$ cat config.mk
export PLATFORM = sky130hd
export DESIGN_NAME = spi_master_param
export DESIGN_NICKNAME = d
export VERILOG_FILES = /design/src/rtl/spi_master_param.sv
export SDC_FILE = /design/constraint.sdc
export NUM_CORES = 1
export LEC_CHECK = 0
export CAP_MARGIN = 40
export CORE_MARGIN = 10
export CORE_UTILIZATION = 35
export DETAILED_ROUTE_END_ITERATION = 16
export GPL_TIMING_DRIVEN = 0
export SKIP_LAST_GASP = 1
export SLEW_MARGIN = 10
export SYNTH_ARGS = -nofsm -noshare
export SYNTH_HDL_FRONTEND = slang
export SYNTH_SLANG_ARGS = --single-unit
export TNS_END_PERCENT = 5
$ cat constraint.sdc
create_clock -name clk -period 2.4 [get_ports clk]
set_clock_uncertainty 0.1 [all_clocks]
set_input_delay 0.6 -clock clk [delete_from_list [all_inputs] [get_ports clk]]
set_output_delay 0.6 -clock clk [all_outputs]
set_load 0.05 [all_outputs]
$ cat src/rtl/spi_master_param.sv
// Parametrised full-duplex SPI master: any CPOL/CPHA, clk-derived sclk, NUM_SS active-low selects.
// Define SPI_LOOPBACK_EN to add the lb_en input (frame samples internal mosi instead of miso).
module spi_master_param #(
    parameter int  DATA_W    = 8,
    parameter int  NUM_SS    = 1,
    parameter int  CLK_DIV   = 2,
    parameter bit  CPOL      = 1'b0,
    parameter bit  CPHA      = 1'b1,
    parameter bit  LSB_FIRST = 1'b1,
    localparam int SS_W      = (NUM_SS > 1) ? $clog2(NUM_SS) : 1
) (
    input  logic              clk,
    input  logic              rst_n,
    input  logic [DATA_W-1:0] tx_data,
    input  logic              tx_valid,
    output logic              tx_ready,
    input  logic [SS_W-1:0]   ss_sel,
    output logic [DATA_W-1:0] rx_data,
    output logic              rx_valid,
    output logic              busy,
    output logic              sclk,
    output logic [NUM_SS-1:0] ss_n,
    output logic              mosi,
    input  logic              miso
`ifdef SPI_LOOPBACK_EN
    ,
    input  logic              lb_en
`endif
);

    localparam int CNT_W  = (CLK_DIV > 1) ? $clog2(CLK_DIV) : 1;
    localparam int EDGE_W = $clog2(2 * DATA_W);
    localparam logic [CNT_W-1:0]  CNT_LAST  = CNT_W'(CLK_DIV - 1);
    localparam logic [EDGE_W-1:0] EDGE_LAST = EDGE_W'(2 * DATA_W - 1);

    localparam logic [2:0] IDLE  = 3'd0;
    localparam logic [2:0] SETUP = 3'd1;
    localparam logic [2:0] XFER  = 3'd2;
    localparam logic [2:0] HOLD  = 3'd3;
    localparam logic [2:0] GAP   = 3'd4;

    logic [2:0]        state;
    logic [CNT_W-1:0]  cnt;
    logic [EDGE_W-1:0] edge_cnt;
    logic [DATA_W-1:0] tx_sh;
    logic [DATA_W-1:0] rx_sh;
    logic [SS_W-1:0]   sel_q;
    logic              miso_in;
    logic              ss_block;
    logic              half_done;
    logic              lead_edge;
    logic              sample_edge;
    logic              shift_edge;

`ifdef SPI_LOOPBACK_EN
    logic lb_q;
    assign miso_in  = lb_q ? mosi : miso;
    assign ss_block = lb_q;
`else
    assign miso_in  = miso;
    assign ss_block = 1'b0;
`endif

    function automatic logic head(input logic [DATA_W-1:0] v);
        return LSB_FIRST ? v[0] : v[DATA_W-1];
    endfunction

    function automatic logic [DATA_W-1:0] adv(input logic [DATA_W-1:0] v);
        return LSB_FIRST ? (v >> 1) : (v << 1);
    endfunction

    function automatic logic [DATA_W-1:0] ins(input logic [DATA_W-1:0] v, input logic b);
        return LSB_FIRST ? {b, v[DATA_W-1:1]} : {v[DATA_W-2:0], b};
    endfunction

    always_comb begin
        half_done   = (cnt == CNT_LAST);
        lead_edge   = ~edge_cnt[0];
        sample_edge = CPHA ? ~lead_edge : lead_edge;
        // CPHA=0 has no shift on the final trailing edge: mosi keeps the last bit through HOLD
        shift_edge  = ~sample_edge & (CPHA | (edge_cnt != EDGE_LAST));
    end

    always_comb begin
        tx_ready = (state == IDLE) & rst_n;
        busy     = (state != IDLE);
        ss_n     = '1;
        // an out-of-range index shifts the single 1 out, leaving all selects deasserted
        if ((state == SETUP || state == XFER || state == HOLD) && !ss_block)
            ss_n = ~(NUM_SS'(1) << sel_q);
    end

    always_ff @(posedge clk or negedge rst_n) begin
        if (!rst_n) begin
            state    <= IDLE;
            cnt      <= '0;
            edge_cnt <= '0;
            sclk     <= CPOL;
            mosi     <= 1'b0;
            tx_sh    <= '0;
            rx_sh    <= '0;
            rx_data  <= '0;
            rx_valid <= 1'b0;
            sel_q    <= '0;
`ifdef SPI_LOOPBACK_EN
            lb_q     <= 1'b0;
`endif
        end else begin
            rx_valid <= 1'b0;
            case (state)
                IDLE: begin
                    sclk <= CPOL;
                    if (tx_valid) begin
                        sel_q    <= ss_sel;
`ifdef SPI_LOOPBACK_EN
                        lb_q     <= lb_en;
`endif
                        cnt      <= '0;
                        edge_cnt <= '0;
                        state    <= SETUP;
                        if (!CPHA) begin
                            mosi  <= head(tx_data);
                            tx_sh <= adv(tx_data);
                        end else begin
                            tx_sh <= tx_data;
                        end
                    end
                end
                SETUP: begin
                    if (half_done) begin
                        cnt   <= '0;
                        state <= XFER;
                    end else begin
                        cnt <= cnt + 1'b1;
                    end
                end
                XFER: begin
                    if (half_done) begin
                        cnt      <= '0;
                        sclk     <= ~sclk;
                        edge_cnt <= edge_cnt + 1'b1;
                        if (sample_edge)
                            rx_sh <= ins(rx_sh, miso_in);
                        if (shift_edge) begin
                            mosi  <= head(tx_sh);
                            tx_sh <= adv(tx_sh);
                        end
                        if (edge_cnt == EDGE_LAST)
                            state <= HOLD;
                    end else begin
                        cnt <= cnt + 1'b1;
                    end
                end
                HOLD: begin
                    if (half_done) begin
                        cnt   <= '0;
                        state <= GAP;
                    end else begin
                        cnt <= cnt + 1'b1;
                    end
                end
                GAP: begin
                    if (cnt == '0) begin
                        rx_data  <= rx_sh;
                        rx_valid <= 1'b1;
                    end
                    if (half_done) begin
                        cnt   <= '0;
                        mosi  <= 1'b0;
                        state <= IDLE;
                    end else begin
                        cnt <= cnt + 1'b1;
                    end
                end
                default: begin
                    state <= IDLE;
                    sclk  <= CPOL;
                    mosi  <= 1'b0;
                    cnt   <= '0;
                end
            endcase
        end
    end

endmodule

==> results.py <==
metrics = {
    "timing": {
        "timing.hold.ws_ns": 0.160,
        "fin_setup_tns_ns": 0,
        "min_period_ns": 2.27,
        "slew_headroom_pct": 65.3,
        "rsz0062_at_grt": "false",
        "setup_ws_ns": 0.127,
        "finalSetupViolations": 0,
        "drv_slew": 0,
        "hold_viol": 0,
        "worst_slew_pin_slew_ns": 0.519,
        "fmax_ghz": 0.440,
        "finalCritPeriodShare_pct": 94.7,
    },
    "global_routing": {
        "grt_pass1_vias": 1231,
        "grt_start_max_net_pins": 38,
        "grt_pass1_wl_mm": 5.92,
        "grt_overflow_total": 0,
        "antenna_found_initial": 0,
        "grt_use_total_pct": 9.52,
    },
    "clock_tree": {
        "cts_buffers": 5,
        "postCtsSetupRepairBufs": 0,
        "clock_sinks": 36,
        "cts_root_buf": "clkbuf_8",
        "tritoncts": "yes",
        "clkTransAtPathRegs_ns": 0.07,
        "insertion_delay_ns": 0.29,
        "ctsLongestPathBuffers": 2,
        "htree_num_levels": 2,
    },
    "die": {
        "coreArea_um2": 4690,
        "die_w_um": 89.3,
        "io_pins": 27,
        "start_util_pct": 35.8,
        "die-area_um2": 7970,
        "fp-row-count": 25,
        "dieHeight_um": 89.3,
    },
    "critical_path": {
        "crit_chain": "buf_4 > nor2_2 > and3_1 > buf_2",
        "cpMaxStageDelayCell": "dfrtp_2",
        "slowest_delay_ns": 0.47,
        "arrival_ns": 1.57,
        "crit_fanout": 10,
        "path_delay_family": "flip-flops",
        "crit_path_end_kind": "primary output",
        "cp-start-kind": "flop",
        "required_ns": 1.70,
        "path_buf_inv": 2,
        "worstSetupPathType": "flop to primary output",
    },
    "placement": {
        "dp_hpwl_mm": 2.46,
        "portBuffers": 26,
        "dp.cells": 207,
        "post-place-ws_ns": -0.670,
        "place.gp.congestion": 0.799,
    },
    "synth": {
        "synth.yosys.seq_area_share_pct": 53.6,
        "yosysWarnings": 0,
        "avgSynthCellArea_um2": 13.2,
        "yosysMostFrequentCell": "dfrtp_1",
        "ys_types": 39,
        "yosys.area_share.simple_pct": 14.4,
        "synth_edf_count": 0,
        "syn_inst": 127,
        "synth_adder_area_share_pct": 0.745,
        "syn_area_um2": 1680,
        "synthesis.nets": 141,
        "yosys-top-cells-area": "dfrtp_1, mux2_2, nand3_1",
        "synth_area_leader_cell": "dfrtp_1",
        "synth_xor_area_share_pct": 0.521,
        "synth_top_family_by_area": "multiplexers",
        "synth_top_area_share_pct": 53.6,
        "synthTopCellsByCount": "dfrtp_1, mux2_2, nand3_1",
        "async_reset_ff_share_pct": 100,
        "synth-seq-cells": 36,
        "synthFlopType": "dfrtp_1",
        "synth_mux_area_share_pct": 21.6,
        "synth_compound_area_share_pct": 5.58,
    },
    "finish": {
        "diodes": 0,
        "drive_gt1_share_pct": 33.5,
        "nNetsFinal": 174,
        "final_cells": 215,
        "fill_cells": 434,
        "multi_input_area_um2": 723,
        "area.growth.synth_to_final_pct": 25.5,
        "regArea_um2": 902,
    },
    "hold_path": {
        "hp-class": "input port to asynchronous set/reset pin",
    },
    "route": {
        "first_pass_iters": 4,
        "drt_iter0_drc": 46,
        "ant_nets": 0,
        "vias": 1113,
        "drc": 0,
        "wl_mm": 3.39,
        "post_drt_wl_per_cell_um": 15.8,
        "vias_per_cell": 5.18,
    },
    "power_and_ir_drop": {
        "ir_drop_v": 0.000739,
        "p_leak_nw": 0.938,
        "p_per_area_nw_per_um2": 1250,
        "power.total_mw": 2.63,
    },
    "flow_run": {
        "maxCapViolations": 0,
    },
    "outcome": {
        "status": "finished, final reports clean",
    },
}
final timing paths:
check	startpoint	endpoint	slack, ns	cells after the start
worst min register to register	edge_cnt[3]$_DFFE_PN0P_	edge_cnt[3]$_DFFE_PN0P_	0.39	1
worst min-delay path	rst_n	tx_sh[2]$_DFFE_PN0P_	0.16	1
worst max-delay path	state[0]$_DFFE_PN0P_	tx_ready	0.13	4
min in group clk	edge_cnt[3]$_DFFE_PN0P_	edge_cnt[3]$_DFFE_PN0P_	0.39	1
max in group asynchronous	rst_n	state[0]$_DFFE_PN0P_	1.70	1
worst max register to register	edge_cnt[0]$_DFFE_PN0P_	tx_sh[1]$_DFFE_PN0P_	0.61	3
cell usage in the layout (no fill, tap or decap), types with 2 or more instances in the layout:
cell / synthesis / final
o21ai_0: 4 / 4
buf_4: 2 / 4
or4b_1: 2 / 2
dfrtp_1: 36 / 35
nand4_1: 2 / 2
clkdlybuf4s50_1: 0 / 22
nand3_1: 8 / 8
buf_2: 2 / 3
mux2_1: 2 / 2
nand2_1: 5 / 5
mux2_2: 28 / 28
clkbuf_8: 0 / 5
nor3b_1: 2 / 2
and3_1: 2 / 2
inv_1: 5 / 5
power by group:
| group | switching, mW | internal (mW) | total (mW) | leakage (nW) |
|---|---|---|---|---|
| clock network | 0.216 | 0.307 | 0.523 | 0.0541 |
| registers | 0.173 | 0.811 | 0.984 | 0.459 |
| logic | 0.624 | 0.502 | 1.13 | 0.424 |
| total | 1.01 | 1.62 | 2.63 | 0.938 |
logic make-up (layout without fill, tap and decap cells):
logic type | Yosys count | in the layout
xor gates and xnor gates | 1 | 1
buffers and inverters | 11 | 45
AOI/OAI and AO/OA | 12 | 12
DFF | 36 | 36
muxes | 32 | 32
adders and majority gates | 1 | 1
and+or+nand+nor | 34 | 34
area by class of cell:
cell class,count,share of cell area [%]
plain buffers,6,2.02
clock buffers,5,3.26
multi-input cells,80,34.3
inverters,5,0.890
clock inverters,3,2.02
flip-flops and latches,36,42.8
well taps,54,3.20
repair buffers,26,11.5
registers in the layout (all words and copies together), names as in the netlist:
name / flops
rx_data: 8
rx_sh: 8
edge_cnt: 4
cnt: 1
rx_valid: 1
sclk: 1
tx_sh: 8
sel_q: 1
mosi: 1
state: 3
metrics by stage:
stage | area [µm²] | util, %
finish | 2110 | 44.9
global route | 2110 | 44.9
CTS | 2110 | 45.0
detailed placement | 2000 | 42.7
global placement | 2010 | 42.8
floorplan | 1680 | -
per-layer routing:
layer  global-route usage, %  routed length (µm)  part of all wire, %
met2                    15.6                1700                   50
met5                       0                   0                    0
met4                    3.76                  41                  1.2
met3                    5.01                 306                  9.0
met1                    10.1                1350                   40
repair_timing:
action,4_1_cts,5_1_grt
setup endpoints to repair,3,2
hold endpoints to repair,0,0
hold buffers,0,0
pin swaps,0,0
gates resized for setup,14,3
Note: power is estimated with default switching activity, not from simulation.
